**src/rtl/date_counter.sv**
```systemverilog
// Calendar date counter (day/month/year) with a run mode driven by day ticks
// and a set mode that edits one field at a time. Gregorian leap rule.
module date_counter #(
  parameter int unsigned YEAR_W    = 14,
  parameter int unsigned YEAR_INIT = 2000,
  parameter int unsigned YEAR_MAX  = 9999
) (
  input  logic              clk,
  input  logic              rst_n,
  input  logic              day_tick,
  input  logic              mode,
  input  logic              sel_next,
  input  logic              inc,
  output logic [4:0]        day,
  output logic [3:0]        month,
  output logic [YEAR_W-1:0] year,
  output logic [1:0]        sel,
  output logic              leap,
  output logic              year_wrap
);

  typedef enum logic [1:0] {
    ST_RUN       = 2'd0,
    ST_SET_DAY   = 2'd1,
    ST_SET_MONTH = 2'd2,
    ST_SET_YEAR  = 2'd3
  } state_e;

  state_e              state_q, state_d;
  logic [4:0]          day_q, day_d;
  logic [3:0]          month_q, month_d;
  logic [YEAR_W-1:0]   year_q, year_d;
  logic                wrap_q, wrap_d;

  logic                leap_cur;
  logic                leap_inc;
  logic                year_at_max;
  logic [YEAR_W-1:0]   year_inc;
  logic [3:0]          month_inc;
  logic [4:0]          len_cur;
  logic [4:0]          len_month_inc;
  logic [4:0]          len_year_inc;

  function automatic logic is_leap(input logic [YEAR_W-1:0] y);
    logic d4, d100, d400;
    d4   = (y[1:0] == 2'd0);
    d100 = ((y % YEAR_W'(100)) == '0);
    d400 = ((y % YEAR_W'(400)) == '0);
    return (d4 && !d100) || d400;
  endfunction

  function automatic logic [4:0] month_len(input logic [3:0] m, input logic lp);
    case (m)
      4'd2:                      return lp ? 5'd29 : 5'd28;
      4'd4, 4'd6, 4'd9, 4'd11:   return 5'd30;
      default:                   return 5'd31;
    endcase
  endfunction

  // Candidate increments and the month lengths they imply, shared by run and set paths.
  assign year_at_max   = (year_q == YEAR_W'(YEAR_MAX));
  assign year_inc      = year_at_max ? '0 : year_q + YEAR_W'(1);
  assign month_inc     = (month_q == 4'd12) ? 4'd1 : month_q + 4'd1;
  assign leap_cur      = is_leap(year_q);
  assign leap_inc      = is_leap(year_inc);
  assign len_cur       = month_len(month_q, leap_cur);
  assign len_month_inc = month_len(month_inc, leap_cur);
  assign len_year_inc  = month_len(month_q, leap_inc);

  always_comb begin
    state_d = state_q;
    day_d   = day_q;
    month_d = month_q;
    year_d  = year_q;
    wrap_d  = 1'b0;

    case (state_q)
      ST_RUN: begin
        if (day_tick) begin
          if (day_q < len_cur) begin
            day_d = day_q + 5'd1;
          end else begin
            day_d = 5'd1;
            if (month_q == 4'd12) begin
              month_d = 4'd1;
              year_d  = year_inc;
              wrap_d  = year_at_max;
            end else begin
              month_d = month_q + 4'd1;
            end
          end
        end
        if (mode) state_d = ST_SET_DAY;
      end

      ST_SET_DAY: begin
        if (inc) day_d = (day_q >= len_cur) ? 5'd1 : day_q + 5'd1;
        if (!mode)         state_d = ST_RUN;
        else if (sel_next) state_d = ST_SET_MONTH;
      end

      ST_SET_MONTH: begin
        if (inc) begin
          month_d = month_inc;
          if (day_q > len_month_inc) day_d = len_month_inc;
        end
        if (!mode)         state_d = ST_RUN;
        else if (sel_next) state_d = ST_SET_YEAR;
      end

      ST_SET_YEAR: begin
        if (inc) begin
          year_d = year_inc;
          wrap_d = year_at_max;
          if (day_q > len_year_inc) day_d = len_year_inc;
        end
        if (!mode)         state_d = ST_RUN;
        else if (sel_next) state_d = ST_SET_DAY;
      end

      default: state_d = ST_RUN;
    endcase
  end

  always_ff @(posedge clk or negedge rst_n) begin
    if (!rst_n) begin
      state_q <= ST_RUN;
      day_q   <= 5'd1;
      month_q <= 4'd1;
      year_q  <= YEAR_W'(YEAR_INIT);
      wrap_q  <= 1'b0;
    end else begin
      state_q <= state_d;
      day_q   <= day_d;
      month_q <= month_d;
      year_q  <= year_d;
      wrap_q  <= wrap_d;
    end
  end

  assign day       = day_q;
  assign month     = month_q;
  assign year      = year_q;
  assign sel       = state_q;
  assign leap      = leap_cur;
  assign year_wrap = wrap_q;

endmodule

```
**config.mk**
```make
export PLATFORM = sky130hd
export DESIGN_NAME = date_counter
export DESIGN_NICKNAME = d
export VERILOG_FILES = /design/src/rtl/date_counter.sv
export SDC_FILE = /design/constraint.sdc
export NUM_CORES = 1
export LEC_CHECK = 0
export ABC_CLOCK_PERIOD_IN_PS = 14500
export CAP_MARGIN = 5
export CORE_MARGIN = 2
export CORE_UTILIZATION = 44
export CTS_CLUSTER_DIAMETER = 80
export DETAILED_ROUTE_END_ITERATION = 10
export HOLD_SLACK_MARGIN = 0.1
export PLACE_DENSITY_LB_ADDON = 0.3
export RECOVER_POWER = 100
export SETUP_SLACK_MARGIN = 0.02
export SLEW_MARGIN = 20
export SYNTH_ARGS = -nofsm -noshare
export SYNTH_HDL_FRONTEND = slang
export SYNTH_SLANG_ARGS = --single-unit
```
**constraint.sdc**
```tcl
create_clock -name clk -period 14.5 [get_ports clk]
set_clock_uncertainty 0.1 [all_clocks]
set_input_delay 2.9 -clock clk [delete_from_list [all_inputs] [get_ports clk]]
set_output_delay 2.9 -clock clk [all_outputs]
set_load 0.1 [all_outputs]
```
; ---- Word level (Yosys, flattened, before mapping)
; Cells that the tools add are included.
[op_classes]
muxes = 38
eq_ne = 27
reduce_logical = 21
div = 4
n_lt_le_gt_ge = 4
n_addsub = 3
[op_table]
columns = cell, count
row1 = 14-bit two-way mux, 5
row2 = 14-bit logical NOT, 4
row3 = 5-bit two-way mux, 8
row4 = "14-bit by 7-bit modulo with 14-bit output, second input constant", 2
row5 = "14-bit by 9-bit modulo with 14-bit output, second input constant", 2
row6 = 14-bit case mux with 2 select lines, 1
row7 = "4-bit equality test, second input constant", 5
row8 = 5-bit case mux with 4 select lines, 1
row9 = "2-bit inequality test, second input constant", 9
row10 = "4-bit by 3-bit equality test with 1-bit output, second input constant", 4
row11 = 4-bit two-way mux, 4
row12 = "14-bit by 1-bit adder with 14-bit output, second input constant", 1
row13 = "14-bit equality test, second input constant", 1
row14 = 2-bit two-way mux, 7
row15 = 2-bit case mux with 2 select lines, 3
row16 = 5-bit greater-than comparator, 2
row17 = "3-bit inequality test, second input constant", 3
row18 = "4-bit by 2-bit equality test with 1-bit output, second input constant", 2
row19 = 2-bit case mux with 4 select lines, 1
row20 = 4-bit case mux with 2 select lines, 1
row21 = 4-bit AND reduction, 2
row22 = 4-bit OR reduction, 2
row23 = 2-bit logical NOT, 3
row24 = 1-bit two-way mux, 6
row25 = 13 further kinds, 18
[totals]
word_cells = 102
reg_bits = 26
inputBits = 6

; ---- Depth between registers and ports, before layout
[depth]
ltp_word = 13
depth_mapped = 38
ltp_nobuf = 33

; ---- Least setup slack after synthesis
; No wires, ideal clock.
[synth_path]
path_type = register -> output
from = register year_q[13], in the netlist year[13]
to = output port leap
stages_incl_launch_ff = 22
path_buffers = 3
arrival_time_ps = 7289
setup_slack_ps = 4211
cell_sequence = dfrtp_1 > clkbuf_1 > buf_2 > nor2b_1 > o221ai_1 > a32oi_1 > o41a_1 > a2111oi_0 > a211oi_2 > mux2_2 > mux2i_1 > clkbuf_1 > a21oi_1 > a211oi_1 > a211oi_1 > a211oi_2 > o221ai_1 > and4_1 > nand2_1 > o21ai_0 > mux2_2 > a31oi_1
[synth_between]
elab_chain_len = 5
[synth_lines]
columns = item, line_no
row1 = start: declaration, 32  ; logic [YEAR_W-1:0] year_q, year_d;
row2 = start signal: assignment, 130  ; year_q <= YEAR_W'(YEAR_INIT);
row3 = start signal: assignment, 136  ; year_q <= year_d;
row4 = 14-bit by 7-bit modulo with 14-bit output, 47  ; d100 = ((y % YEAR_W'(100)) == '0);
row5 = 14-bit logical NOT, 47
row6 = 1-bit logical NOT, 49  ; return (d4 && !d100) || d400;
row7 = 1-bit logical AND, 49
row8 = 1-bit logical OR *, 49
row9 = end: declaration, 18  ; output logic leap,
; Mark *: on every way between the ends. The rest lies on a longest branch, timed or not.

; ---- Final worst setup path
[layout_path]
from = register year_q[11], in the netlist year[11]
to = output port leap
; Same word-level chain as after synthesis.

==> qor.csv <==
metric,value,unit
synth_fa_ha_area_frac,0.0496,
drt_wl_total,14600,um
crit_required,11500,ps
avgViaCountPerCell,6.39,
synth-seq-cells,26,
synth_compound_area_frac,0.356,
ir_worst_vdd,89.9,uV
synth_seq_area_share,0.126,
worstSetupPathType,reg -> out,
hold-worst-slack,456,ps
syn-cell-area,5250,um2
cts_hold_repair.buffers,0,
first_iter_violations,397,
yosysTopAreaCellShare,0.0858,
relSlewSlack,0.0170,
cts-root-buf,clkbuf_16,
ctsHtreeMaxLevel,1,
synth.distinct_cells,91,
fin_tns_setup,0,ps
cts_sinks,26,
dp_hpwl,11100,um
ys_warn_count,0,
ant_nets,0,
synth_top_family_by_area,compound AO/OA/AOI/OAI gates,
synthCells,738,
power.density,185,nW/um2
diodes,0,
gp_congestion,0.904,
clockPowerShare,0.078,
min_period,11660,ps
syn-num-nets,764,
swShare,0.596,
reg2reg_from,year[11]$_DFFE_PN0P_,
drc,2,
cp-end-kind,output port,
initial_core_util,0.456,
failed_checks,DRC,
num-nets-final,764,
clock.fmax,85.8,MHz
cpMaxStageDelayCell,dlygate4sd3_1,
grt_max_degree,28,
fp.dieW,113,um
fin_crit_sh,0.804,
path_clk_slew,70,ps
synthArstFlopShare,1.00,
max_stage_delay,1260,ps
post-cts-setup-buffers,0,
drv_cap,0,
grt_pass1_wl,24500,um
crit_top_cell,a211oi_1,
core-area,11500,um2
synth_simple_gate_area_frac,0.300,
dr_total_vias,5627,
setup_viol,0,
leakagePower,2.20,nW
yosysTopAreaCell,dfrtp_1,
hold_end,day[4]$_DFFE_PN0P_,
crit_buf_inv,2,
cts_resized,0,
hold_path.class,reg -> reg,
io_pins,33,
area_delta_synth_final,8.39,%
synth_commonest_cells,"nand2_1 (86), nor2_1 (66), o21ai_0 (51)",
std_cell_rows,39,
routedWlPerCell,16.5,um
dr.pass1.iters,8,
clock_path_buffers,2,
synth_ff_type,dfrtp_1,
grt_usage,0.222,
die_y,113,um
numCtsBuffers,3,
synth_mux_area_frac,0.0558,
cts_tree,built,
crit_fanout,27,
rsz0062_at_grt,no,
critPathArrivalTime,8660,ps
overflow,0,
drive_gt1_frac,0.0760,
port_buffers,32,
tightest_slew,1470,ps
avgSynthCellArea,7.12,um2
outcome,finished with violations,
rr_worst_depth,30,
rrSetupSlack,5130,ps
ys_top_cells_by_area,"dfrtp_1 (8.6%), nand2_1 (6.1%), xnor2_1 (5.5%)",
drv_slew,0,
p_int,425,uW
synth_edf_count,0,
dieArea,12800,um2
pwr-share-seq,0.149,
path_cells,"nor2b_1, o221ai_1, a32oi_1, o31a_1, a2111oi_0, a211oi_1, mux2_2, mux2i_1, or4b_1, o2111a_1, nand3_1, a211oi_1, a211oi_1, o221ai_1, and4_1, inv_1, nand2_1, a211oi_1, mux2i_1, a31oi_1, dlygate4sd3_1",
synth_most_common_cell,nand2_1,
p_sw,628,uW
hp-start,day[4]$_DFFE_PN0P_,
insertion_delay,260,ps
whs_path_depth,2,
cp.depth,21,
synth_xor_area_frac,0.0667,
cp-start-kind,flop,
critical-path-top-delay-family,compound AO/OA/AOI/OAI gates,
rr_endpoint,year[3]$_DFFE_PN0P_,
hold_viol_final,0,
grt_antenna_before_repair,0,
grt_pass1_vias,5214,
power_frac_comb,0.773,
## cells by family after synthesis
group | count (synthesis)
fa+ha+maj | 21
compound gates | 251
mux | 28
xor+xnor | 40
flops | 26
simple gates | 312
buf+inv | 60
## metrics by stage
stage	power [mW]	util	setup slack [ps]	cells	cell area, um2
after floorplan	0.807	-	4210	738	5250
after global placement	0.947	0.486	4100	876	5600
after detailed placement	0.969	0.486	3790	876	5600
after CTS	1.06	0.495	3530	880	5710
after global routing	1.14	0.494	2150	880	5690
final	1.05	0.494	2840	880	5690
## layout make-up
class                           instances  area [um2]
Timing Repair Buffer                   33         324
Sequential cell                        26         661
Clock inverter                          1        30.0
Inverter                               22        82.6
Multi-Input combinational cell        652        4340
Fill cell                            1135        5820
Clock buffer                            3        75.1
Tap cell                              143         179
## placed cells by master (no fill, tap or decap), types with 10 or more instances in the layout
cell           instances
nand2_1               86
nor2_1                66
o21ai_0               51
xnor2_1               33
nand3_1               30
dlygate4sd3_1         29
a21oi_1               26
inv_1                 22
a211oi_1              20
mux2i_1               20
ha_1                  20
and3_1                19
nor3_1                19
dfrtp_1               18
o211ai_1              15
nand2b_1              13
a31oi_1               12
or3_1                 11
or2_2                 11
o22ai_1               11
o21a_1                10
nand4_1               10
## sequential cells by signal (all words and copies together) (netlist names)
| register | cells |
|---|---|
| month | 4 |
| year | 14 |
| day | 5 |
| year_wrap | 1 |
| sel | 2 |
## how the worst max path moves through the flow
| stage | endpoint | start | slack, ps |
|---|---|---|---|
| floorplan | leap | year[13]$_DFFE_PN0P_ | 4210 |
| global placement | leap | year[11]$_DFFE_PN0P_ | 4100 |
| detailed placement | leap | year[11]$_DFFE_PN0P_ | 3790 |
| CTS | leap | year[11]$_DFFE_PN0P_ | 3530 |
| global route | leap | year[11]$_DFFE_PN0P_ | 2150 |
| finish | leap | year[11]$_DFFE_PN0P_ | 2840 |
## layer usage
metal,global-route usage,vias to the layer above,wire [um]
li1,-,2784,-
met1,0.296,2662,6770
met2,0.392,155,7040
met3,0.0134,26,467
met4,0.0528,0,274
met5,0,-,0
## worst reg2reg max path, delay by kind of cell (launching register included)
kind / cells / cell delay (ps)
AO/OA/AOI/OAI: 13 / 4260
flip-flops: 1 / 870
buffers and inverters: 2 / 170
multiplexers: 4 / 1680
adder cells (fa/ha/maj): 1 / 170
AND/OR/NAND/NOR: 10 / 2040
## power groups by stage
stage / Clock (mW) / Combinational [mW] / Sequential (mW)
finish: 0.0822 / 0.814 / 0.157
floorplan: 0 / 0.528 / 0.279
detailed placement: 0 / 0.812 / 0.157
CTS: 0.0840 / 0.815 / 0.157
global placement: 0 / 0.793 / 0.155
global route: 0.0871 / 0.889 / 0.163
Power figures use the tool's default switching activity.
